<file path="src/rtl/left_rotation_pkg.sv">
// Shared types and defaults for the iterative left-rotate block.
package left_rotation_pkg;

  localparam int DEFAULT_WIDTH = 8;

  typedef enum logic [1:0] {
    IDLE   = 2'd0,
    ROTATE = 2'd1,
    DONE   = 2'd2
  } state_t;

endpackage

</file>
<file path="src/rtl/left_rotation_1.sv">
// Combinational single-position left rotate; the MSB wraps into the LSB.
module left_rotation_1
  import left_rotation_pkg::*;
#(
  parameter int WIDTH = DEFAULT_WIDTH
) (
  input  logic [WIDTH-1:0] din,
  output logic [WIDTH-1:0] dout
);

  assign dout = {din[WIDTH-2:0], din[WIDTH-1]};

endmodule

</file>
<file path="src/rtl/left_rotation_n.sv">
// Multi-cycle left rotate: rotates dout by one position per clock for
// 'amount' clocks, then pulses done for one cycle.
module left_rotation_n
  import left_rotation_pkg::*;
#(
  parameter  int WIDTH = DEFAULT_WIDTH,
  localparam int AMT_W = $clog2(WIDTH)
) (
  input  logic             clk,
  input  logic             rst_n,
  input  logic             start,
  input  logic [WIDTH-1:0] din,
  input  logic [AMT_W-1:0] amount,
  output logic [WIDTH-1:0] dout,
  output logic             busy,
  output logic             done
);

  state_t           state_q, state_d;
  logic [AMT_W-1:0] count_q, count_d;
  logic [WIDTH-1:0] dout_d;
  logic [WIDTH-1:0] rot_out;

  left_rotation_1 #(.WIDTH(WIDTH)) u_rot1 (
    .din  (dout),
    .dout (rot_out)
  );

  always_comb begin
    state_d = state_q;
    count_d = count_q;
    dout_d  = dout;
    unique case (state_q)
      IDLE: begin
        if (start) begin
          dout_d  = din;
          count_d = amount;
          state_d = (amount != '0) ? ROTATE : DONE;
        end
      end
      ROTATE: begin
        dout_d  = rot_out;
        count_d = count_q - AMT_W'(1);
        if (count_q == AMT_W'(1)) state_d = DONE;
      end
      DONE:    state_d = IDLE;
      default: state_d = IDLE;
    endcase
  end

  always_ff @(posedge clk or negedge rst_n) begin
    if (!rst_n) begin
      state_q <= IDLE;
      count_q <= '0;
      dout    <= '0;
    end else begin
      state_q <= state_d;
      count_q <= count_d;
      dout    <= dout_d;
    end
  end

  // Status is decoded purely from the state register, so start never reaches it combinationally.
  assign busy = (state_q != IDLE);
  assign done = (state_q == DONE);

endmodule

</file>
<file path="config.mk">
export PLATFORM = sky130hd
export DESIGN_NAME = left_rotation_n
export DESIGN_NICKNAME = d
export VERILOG_FILES = /design/src/rtl/left_rotation_pkg.sv /design/src/rtl/left_rotation_1.sv /design/src/rtl/left_rotation_n.sv
export SDC_FILE = /design/constraint.sdc
export NUM_CORES = 1
export LEC_CHECK = 0
export CAP_MARGIN = 10
export CORE_MARGIN = 2
export CORE_UTILIZATION = 46
export DETAILED_ROUTE_END_ITERATION = 7
export GPL_ROUTABILITY_DRIVEN = 0
export GPL_TIMING_DRIVEN = 0
export PLACE_DENSITY = 0.78
export SETUP_SLACK_MARGIN = 0.15
export SYNTH_ARGS = -nofsm -noshare
export SYNTH_HDL_FRONTEND = slang
export SYNTH_HIERARCHICAL = 1
export SYNTH_SLANG_ARGS = --single-unit
</file>
<file path="constraint.sdc">
create_clock -name clk -period 1.6 [get_ports clk]
set_input_delay 0.4 -clock clk [delete_from_list [all_inputs] [get_ports clk]]
set_output_delay 0.4 -clock clk [all_outputs]
set_load 0.005 [all_outputs]
</file>
# == Word level (Yosys, flattened, before mapping) ==
# Index checks and enable logic that the tools add are counted.
# totals
reg_bits,13
elab_cells,23
output_inout_bits,10
in_bits,14
# classes
add_sub_neg,1
eq_ne,5
n_mux,8
reduce_logical,6
# op_table
operator,count
8-bit case mux with 2 select lines,1
8-bit two-way mux,1
2-bit two-way mux,3
3-bit case mux with 2 select lines,1
"2-bit != test, second input constant",2
2-bit case mux with 2 select lines,1
2-bit AND reduction,2
2-bit nonzero test,2
"3-bit by 1-bit == test with 1-bit output, second input constant",1
3-bit two-way mux,1
3-bit nonzero test,1
"3-bit by 1-bit subtractor with 3-bit output, second input constant",1
"2-bit by 1-bit == test with 1-bit output, second input constant",1
"2-bit == test, second input constant",1
2-bit zero test,1

# == Longest topological paths before layout ==
# Gate-level depths: netlist (run 1).
# depth
depth_word,4
mapped_depth,5
ltp_nobuf,5

# == Hierarchy ==
# The synthesis (run 1) kept the hierarchy.
# by_module_without_submodules
module,instances,area_per_inst_um2,seq_area_each_um2,cells_per_inst
left_rotation_n,1,782.0,325.3,80
left_rotation_1,1,60.1,0.0,8

# == Least setup slack after synthesis (run 1) ==
# No wires, ideal clock.
# synth_path
kind,register -> output
start,register state_q[1]
end,output busy
arrival_ps,919
path_stages_with_launch,4
n_path_buf,2
required_time_ps,1200
setup_slack_ps,281
cell_sequence,dfrtp_1 buf_6 buf_2 or2_2
# synth_via
elab_chain_cells,1
# synth_lines
element,line_no,rtl
start: declaration,left_rotation_n.sv:19,"state_t state_q, state_d;"
start signal: assignment,left_rotation_n.sv:57,state_q <= state_d;
2-bit nonzero test,left_rotation_n.sv:64,assign busy = (state_q != IDLE);
end: declaration,left_rotation_n.sv:15,"output logic busy,"
# No other way between the ends.

# == Final worst setup path (run 1) ==
# Ends and elaborated chain as after synthesis.

==> flow_summary.toml, run 1 <==
[yosys]
syn_inst = 88
syn_area_per_cell_sq_um = 9.57
synth_seq_cells = 13
synth_edf_count = 0
synth.distinct_cells = 25
synth.net_count = 104
yosysWarningCount = 6
ys.flop_type = "dfrtp_1"
async_flop_share_pct = 100
synth_area_sq_um = 842
seq_area_frac_synth_pct = 38.6

[layout]
mostFrequentLayoutCells = "buf_4 (19), dfrtp_1 (13), clkdlybuf4s50_1 (13), a21oi_1 (9), a22oi_1 (9)"
diodes = 0
drive_gt1_share_pct = 27.2
fillerInstances = 151
syn2layout_area_growth_pct = 42.5
fin_area_sq_um = 1200
nNetsFinal = 142
layout_commonest_cell = "buf_4"

[route]
wire_per_inst_microns = 13.6
drc = 0
ant_nets = 0
wl_microns = 2040
dr.pass1.iters = 4
vias = 766
viasPerCell = 5.11
first_iter_violations = 38

[place]
placement.io_buffers = 23
placed_cell_area_sq_um = 1100

[clock_network]
clock_latency_ps = 270
path_clk_slew_ps = 90
clock-sinks = 13
cts_tree = "built"
cts.path.max_buffers = 2
htree_levels = 1
ctsRootBufferMaster = "clkbuf_4"
cts_hold_buf = 0
cts_buffers = 3

[timing]
finalWorstSetupSlack_ps = -7.55
hold_viol = 0
max_freq_mhz = 622
fin_worst_skew_ps = 4.01
rsz0062_at_grt = "true"
finalSetupViolCount = 1
worst_pin_slew_ps = 619
final_max_slew_viol_count = 0
fin_crit_sh_pct = 100
max-slew-margin-rel_pct = 58.6
fin_hold_ws_ps = 507
min_period_ps = 1610

[critical_path]
path_class = "register to primary output"
cp-end-kind = "primary output"
cp_data_arrival_time_ps = 1210
worst_path_max_delay_cell = "dfrtp_1"
cp_cell_sequence = "buf_6 > buf_6 > or2_4 > buf_6"
crit_fanout = 3
cp_common_cell = "buf_6"
max_stage_delay_ps = 380
required_ps = 1200
critPathLaunchType = "register"

[floorplan]
io_pins = 24
die_w_microns = 46.8
start_util_pct = 48.8
rows = 15
die_y_microns = 46.8
core_area_sq_um = 1730
die_area_sq_um = 2190

[power_and_ir_drop]
clkPwrFrac_pct = 9.9
power_frac_seq_pct = 27.3
total_power_mw = 2.13
p_sw_share_pct = 36.6
p_per_area_nw_per_um2 = 1780
p_sw_mw = 0.779
p_int_mw = 1.35
p_leak_nw = 0.584
max-vdd-ir-drop_mv = 1.15
pwr-share-comb_pct = 62.8

[global_routing]
grt_pass1_wl_microns = 3170
grtUsageTotal_pct = 20.3
grt_start_max_net_pins = 14
grt_pass1_vias = 741
antenna_found_initial = 0
overflow = 0

[outcome]
status = "complete, but fails checks"
violations = "setup timing"

[hold_path]
hp-class = "primary input to asynchronous set/reset pin"

[job]
maxCapViolations = 0
## worst max-delay path, delay by kind of cell, from the launching register on
kind | cells | cell delay [ps]
DFF | 1 | 380
and+or+nand+nor | 1 | 220
buffers and inverters | 3 | 340
## Yosys cell counts (2+ instances only)
cell type / n / area share, %
ha_1: 2 / 3.0
and2b_1: 2 / 1.8
o21ai_1: 8 / 4.8
o21ai_0: 4 / 2.4
a22oi_1: 9 / 8.0
nor2b_1: 5 / 3.7
a2bb2oi_1: 3 / 3.1
buf_4: 9 / 8.0
a21oi_1: 9 / 5.3
dfrtp_1: 13 / 39
inv_1: 5 / 2.2
buf_6: 3 / 4.0
and2b_2: 3 / 3.1
nor2b_4: 2 / 3.3
## state kept, by name, indices dropped and copies added, names as in the netlist
signal and count:
count_q 3, state_q 2, dout 8
## power by group through the flow
stage               combinational [mW]  sequential (mW)  clock, mW
floorplan                        0.759            0.616          0
global placement                  1.14            0.624          0
detailed placement                1.16            0.631          0
CTS                               1.33            0.580      0.211
global route                      1.46            0.599      0.225
finish                            1.34            0.582      0.211
## timing repair
item	CTS	global route
gates resized for setup	20	0
setup endpoints to repair	10	2
setup buffers	10	0
hold endpoints to repair	0	0
## layout make-up
class | count | area [sq um] | share of cell area (%)
Multi-Input combinational cell | 56 | 390 | 32.5
Sequential cell | 13 | 325 | 27.1
Inverter | 5 | 18.8 | 1.56
Timing Repair Buffer | 33 | 292 | 24.3
Clock buffer | 4 | 26.3 | 2.19
Tap cell | 25 | 31.3 | 2.61
Buffer | 14 | 116 | 9.70
## per-stage QoR
step	setup slack (ps)	cells	TNS (ps)	utilization (%)
4_1_cts	-13.4	150	-13.4	69.5
3_3_place_gp	-201	136	-381	63.9
5_1_grt	-46.7	150	-46.7	69.5
6_report	-7.55	150	-7.55	69.5
3_5_place_dp	-206	136	-460	63.9
2_1_floorplan	281	88	0	-
## final timing paths
| check | startpoint | endpoint | slack (ps) | cells after the start |
|---|---|---|---|---|
| worst max-delay path | state_q[1]$_DFFE_PN0P_ | busy | -8 | 4 |
| worst min-delay path | rst_n | dout[1]$_DFFE_PN0P_ | 510 | 1 |
| worst max register to register | count_q[0]$_DFFE_PN0P_ | count_q[2]$_DFFE_PN0P_ | 260 | 5 |
| worst min register to register | count_q[1]$_DFFE_PN0P_ | count_q[1]$_DFFE_PN0P_ | 550 | 2 |
| max in group asynchronous | rst_n | count_q[0]$_DFFE_PN0P_ | 690 | 1 |
| min in group clk | count_q[1]$_DFFE_PN0P_ | count_q[1]$_DFFE_PN0P_ | 550 | 2 |
## metal layers
metal  GRT usage [%]  part of all wire, %
met4            6.67                  1.1
met2            34.5                   49
met3            3.46                  2.9
met1            26.3                   46
met5               0                    0
## logic make-up after synthesis
| logic type | Yosys count | synth area share [%] |
|---|---|---|
| buffers and inverters | 19 | 15.3 |
| multiplexers | 1 | 1.19 |
| flip-flops | 13 | 38.6 |
| AO/OA/AOI/OAI | 35 | 25.7 |
| adder cells (fa/ha/maj) | 2 | 2.97 |
| AND/OR/NAND/NOR | 18 | 16.2 |
(Power assumes the default switching activity.)
==> inputs of run 2 (changes only) <==
--- a/config.mk
+++ b/config.mk
@@ -5,15 +5,17 @@
 export SDC_FILE = /design/constraint.sdc
 export NUM_CORES = 1
 export LEC_CHECK = 0
+export ABC_AREA = 1
 export CAP_MARGIN = 10
 export CORE_MARGIN = 2
-export CORE_UTILIZATION = 46
+export CORE_UTILIZATION = 45
 export DETAILED_ROUTE_END_ITERATION = 7
 export GPL_ROUTABILITY_DRIVEN = 0
 export GPL_TIMING_DRIVEN = 0
-export PLACE_DENSITY = 0.78
+export PLACE_DENSITY = 0.77
 export SETUP_SLACK_MARGIN = 0.15
 export SYNTH_ARGS = -nofsm -noshare
 export SYNTH_HDL_FRONTEND = slang
 export SYNTH_HIERARCHICAL = 1
 export SYNTH_SLANG_ARGS = --single-unit
+export TNS_END_PERCENT = 1
==> flow_summary.toml, run 2 <==
[outcome]
status = "finished, final reports clean"

[clock_network]
cts_tree = "built"
ctsRootBufferMaster = "clkbuf_4"
cts.path.max_buffers = 2
htree_levels = 1
cts_buffers = 3
path_clk_slew_ps = 90
cts_hold_buf = 0
clock_latency_ps = 280
clock-sinks = 13

[power_and_ir_drop]
p_int_mw = 1.29
pwr-share-comb_pct = 63.1
clkPwrFrac_pct = 9.5
max-vdd-ir-drop_mv = 0.967
p_sw_share_pct = 40.7
p_sw_mw = 0.886
total_power_mw = 2.18
power_frac_seq_pct = 27.4
p_leak_nw = 0.741
p_per_area_nw_per_um2 = 1840

[yosys]
synth_most_common_cell = "nand2_1"
syn_inst = 119
seq_area_frac_synth_pct = 39.9
synth_area_sq_um = 816
async_flop_share_pct = 100
synth.distinct_cells = 12
syn_area_per_cell_sq_um = 6.86
yosysWarningCount = 6
ys.flop_type = "dfrtp_1"
synth_largest_area_cell = "dfrtp_1"
post_synth_main_area_contributors = "dfrtp_1 (40%), nand2_1 (27%), nand3_1 (9.2%)"
synth_common_cells = "nand2_1 (59), nand3_1 (15), dfrtp_1 (13)"
synth_seq_cells = 13
synth.net_count = 135
synth_top_area_share_pct = 39.9
synth_edf_count = 0

[layout]
mostFrequentLayoutCells = "nand2_1 (59), buf_4 (18), nand3_1 (15), dfrtp_1 (13), clkdlybuf4s50_1 (13)"
drive_gt1_share_pct = 20.0
fin_util_pct = 69.3
regMostFlops = "dout"
fillerInstances = 149
reg_top3 = "dout x8, count_q x3, state_q x2"
diodes = 0
fin_area_sq_um = 1180
layout_commonest_cell = "nand2_1"
nNetsFinal = 172
largest_reg_flops = 8
syn2layout_area_growth_pct = 45.1

[critical_path]
cp_cell_sequence = "inv_2 > buf_6 > buf_4 > nor2_1 > buf_2"
critPathLaunchType = "register"
critPathLaunch = "state_q[1]$_DFFE_PN0P_"
crit_cells = 5
max_stage_delay_ps = 390
cp-end-kind = "primary output"
rr_startpoint = "state_q[0]$_DFFE_PN0P_"
path_buf_inv = 4
required_ps = 1200
path_class = "register to primary output"
reg2regPathDepth = 7
crit_fanout = 2
worst_path_max_delay_cell = "dfrtp_1"
rrSetupSlack_ps = 320
cp_data_arrival_time_ps = 1140
critPathTopFamily = "buffers and inverters"
r2r_end = "dout[5]$_DFFE_PN0P_"

[hold_path]
hp-class = "primary input to asynchronous set/reset pin"

[timing]
hold_viol = 0
min_period_ps = 1540
fin_worst_skew_ps = 10.9
max_freq_mhz = 648
rsz0062_at_grt = "true"
final_max_slew_viol_count = 0
fin_crit_sh_pct = 96.5
fin_tns_setup_ps = 0
worst_pin_slew_ps = 604
max-slew-margin-rel_pct = 59.6
finalSetupViolCount = 0
finalWorstSetupSlack_ps = 55.8

[route]
dr.pass1.iters = 4
wl_microns = 1990
first_iter_violations = 27
ant_nets = 0
viasPerCell = 4.68
drc = 0
vias = 843
wire_per_inst_microns = 11.1

[global_routing]
grtUsageTotal_pct = 22.0
antenna_found_initial = 0
overflow = 0
grt_start_max_net_pins = 14
grt_pass1_vias = 769
grt_pass1_wl_microns = 3290

[floorplan]
rows = 15
die_w_microns = 46.6
die_area_sq_um = 2170
start_util_pct = 47.8
die_y_microns = 46.6
core_area_sq_um = 1710
io_pins = 24

[place]
placed_cell_area_sq_um = 1080
hpwl_microns = 1320
pre_cts_slack_ps = -35.8
placement.io_buffers = 23

[job]
maxCapViolations = 0
[run 2: timing repair]
item	4_1_cts	5_1_grt
buffers inserted	7	2
hold endpoints to repair	0	0
gates resized for setup	9	9
setup endpoints to repair	10	9
[run 2: final cells by class]
class                      count  area (sq um)  area share (%)
multi-input combinational     84           358            30.2
buffer                        12           101            8.56
tap                           25          31.3            2.64
clock buffer                   4          26.3            2.22
sequential                    13           325            27.5
timing repair buffer          32           304            25.7
inverter                      10          37.5            3.17
[run 2: kinds of logic (layout without fill, tap and decap cells)]
group / Yosys count / in the layout / share of synthesized area [%]
AO/OA/AOI/OAI: 1 / 1 / 0.613
adder cells (fa/ha/maj): 2 / 2 / 3.07
buffers and inverters: 22 / 58 / 16.3
AND/OR/NAND/NOR: 81 / 81 / 40.2
flip-flops: 13 / 13 / 39.9
[run 2: stage by stage]
step / hold slack (ps) / instances
2_1_floorplan: 104 / 119
3_3_place_gp: 466 / 167
3_5_place_dp: 474 / 167
4_1_cts: 491 / 178
5_1_grt: 515 / 180
6_report: 487 / 180
[run 2: worst max-delay path by stage]
stage / endpoint
floorplan: busy
global placement: done
detailed placement: done
CTS: dout[4]
global route: done
finish: done
[run 2: worst reg2reg max path: stages (launching register included)]
cell and delay, ps:
dfrtp_1 390, buf_4 150, buf_4 140, nand2_2 110, nand2_2 80, buf_6 150
nand2_1 90, nand2_1 60
[run 2: metal layers]
metal	part of all wire, %	track usage, %	vias up	wire length (microns)
li1	-	-	429	-
met1	46	27.3	386	916
met2	49	36.1	24	972
met3	4.4	7.06	4	88
met4	0.75	6.86	0	15
met5	0	0	-	0
[run 2: power groups by stage]
stage	logic [mW]	registers, mW	clock network, mW
floorplan	0.801	0.613	0
detailed placement	1.23	0.626	0
global route	1.56	0.610	0.234
global placement	1.21	0.625	0
CTS	1.36	0.604	0.211
finish	1.37	0.597	0.207
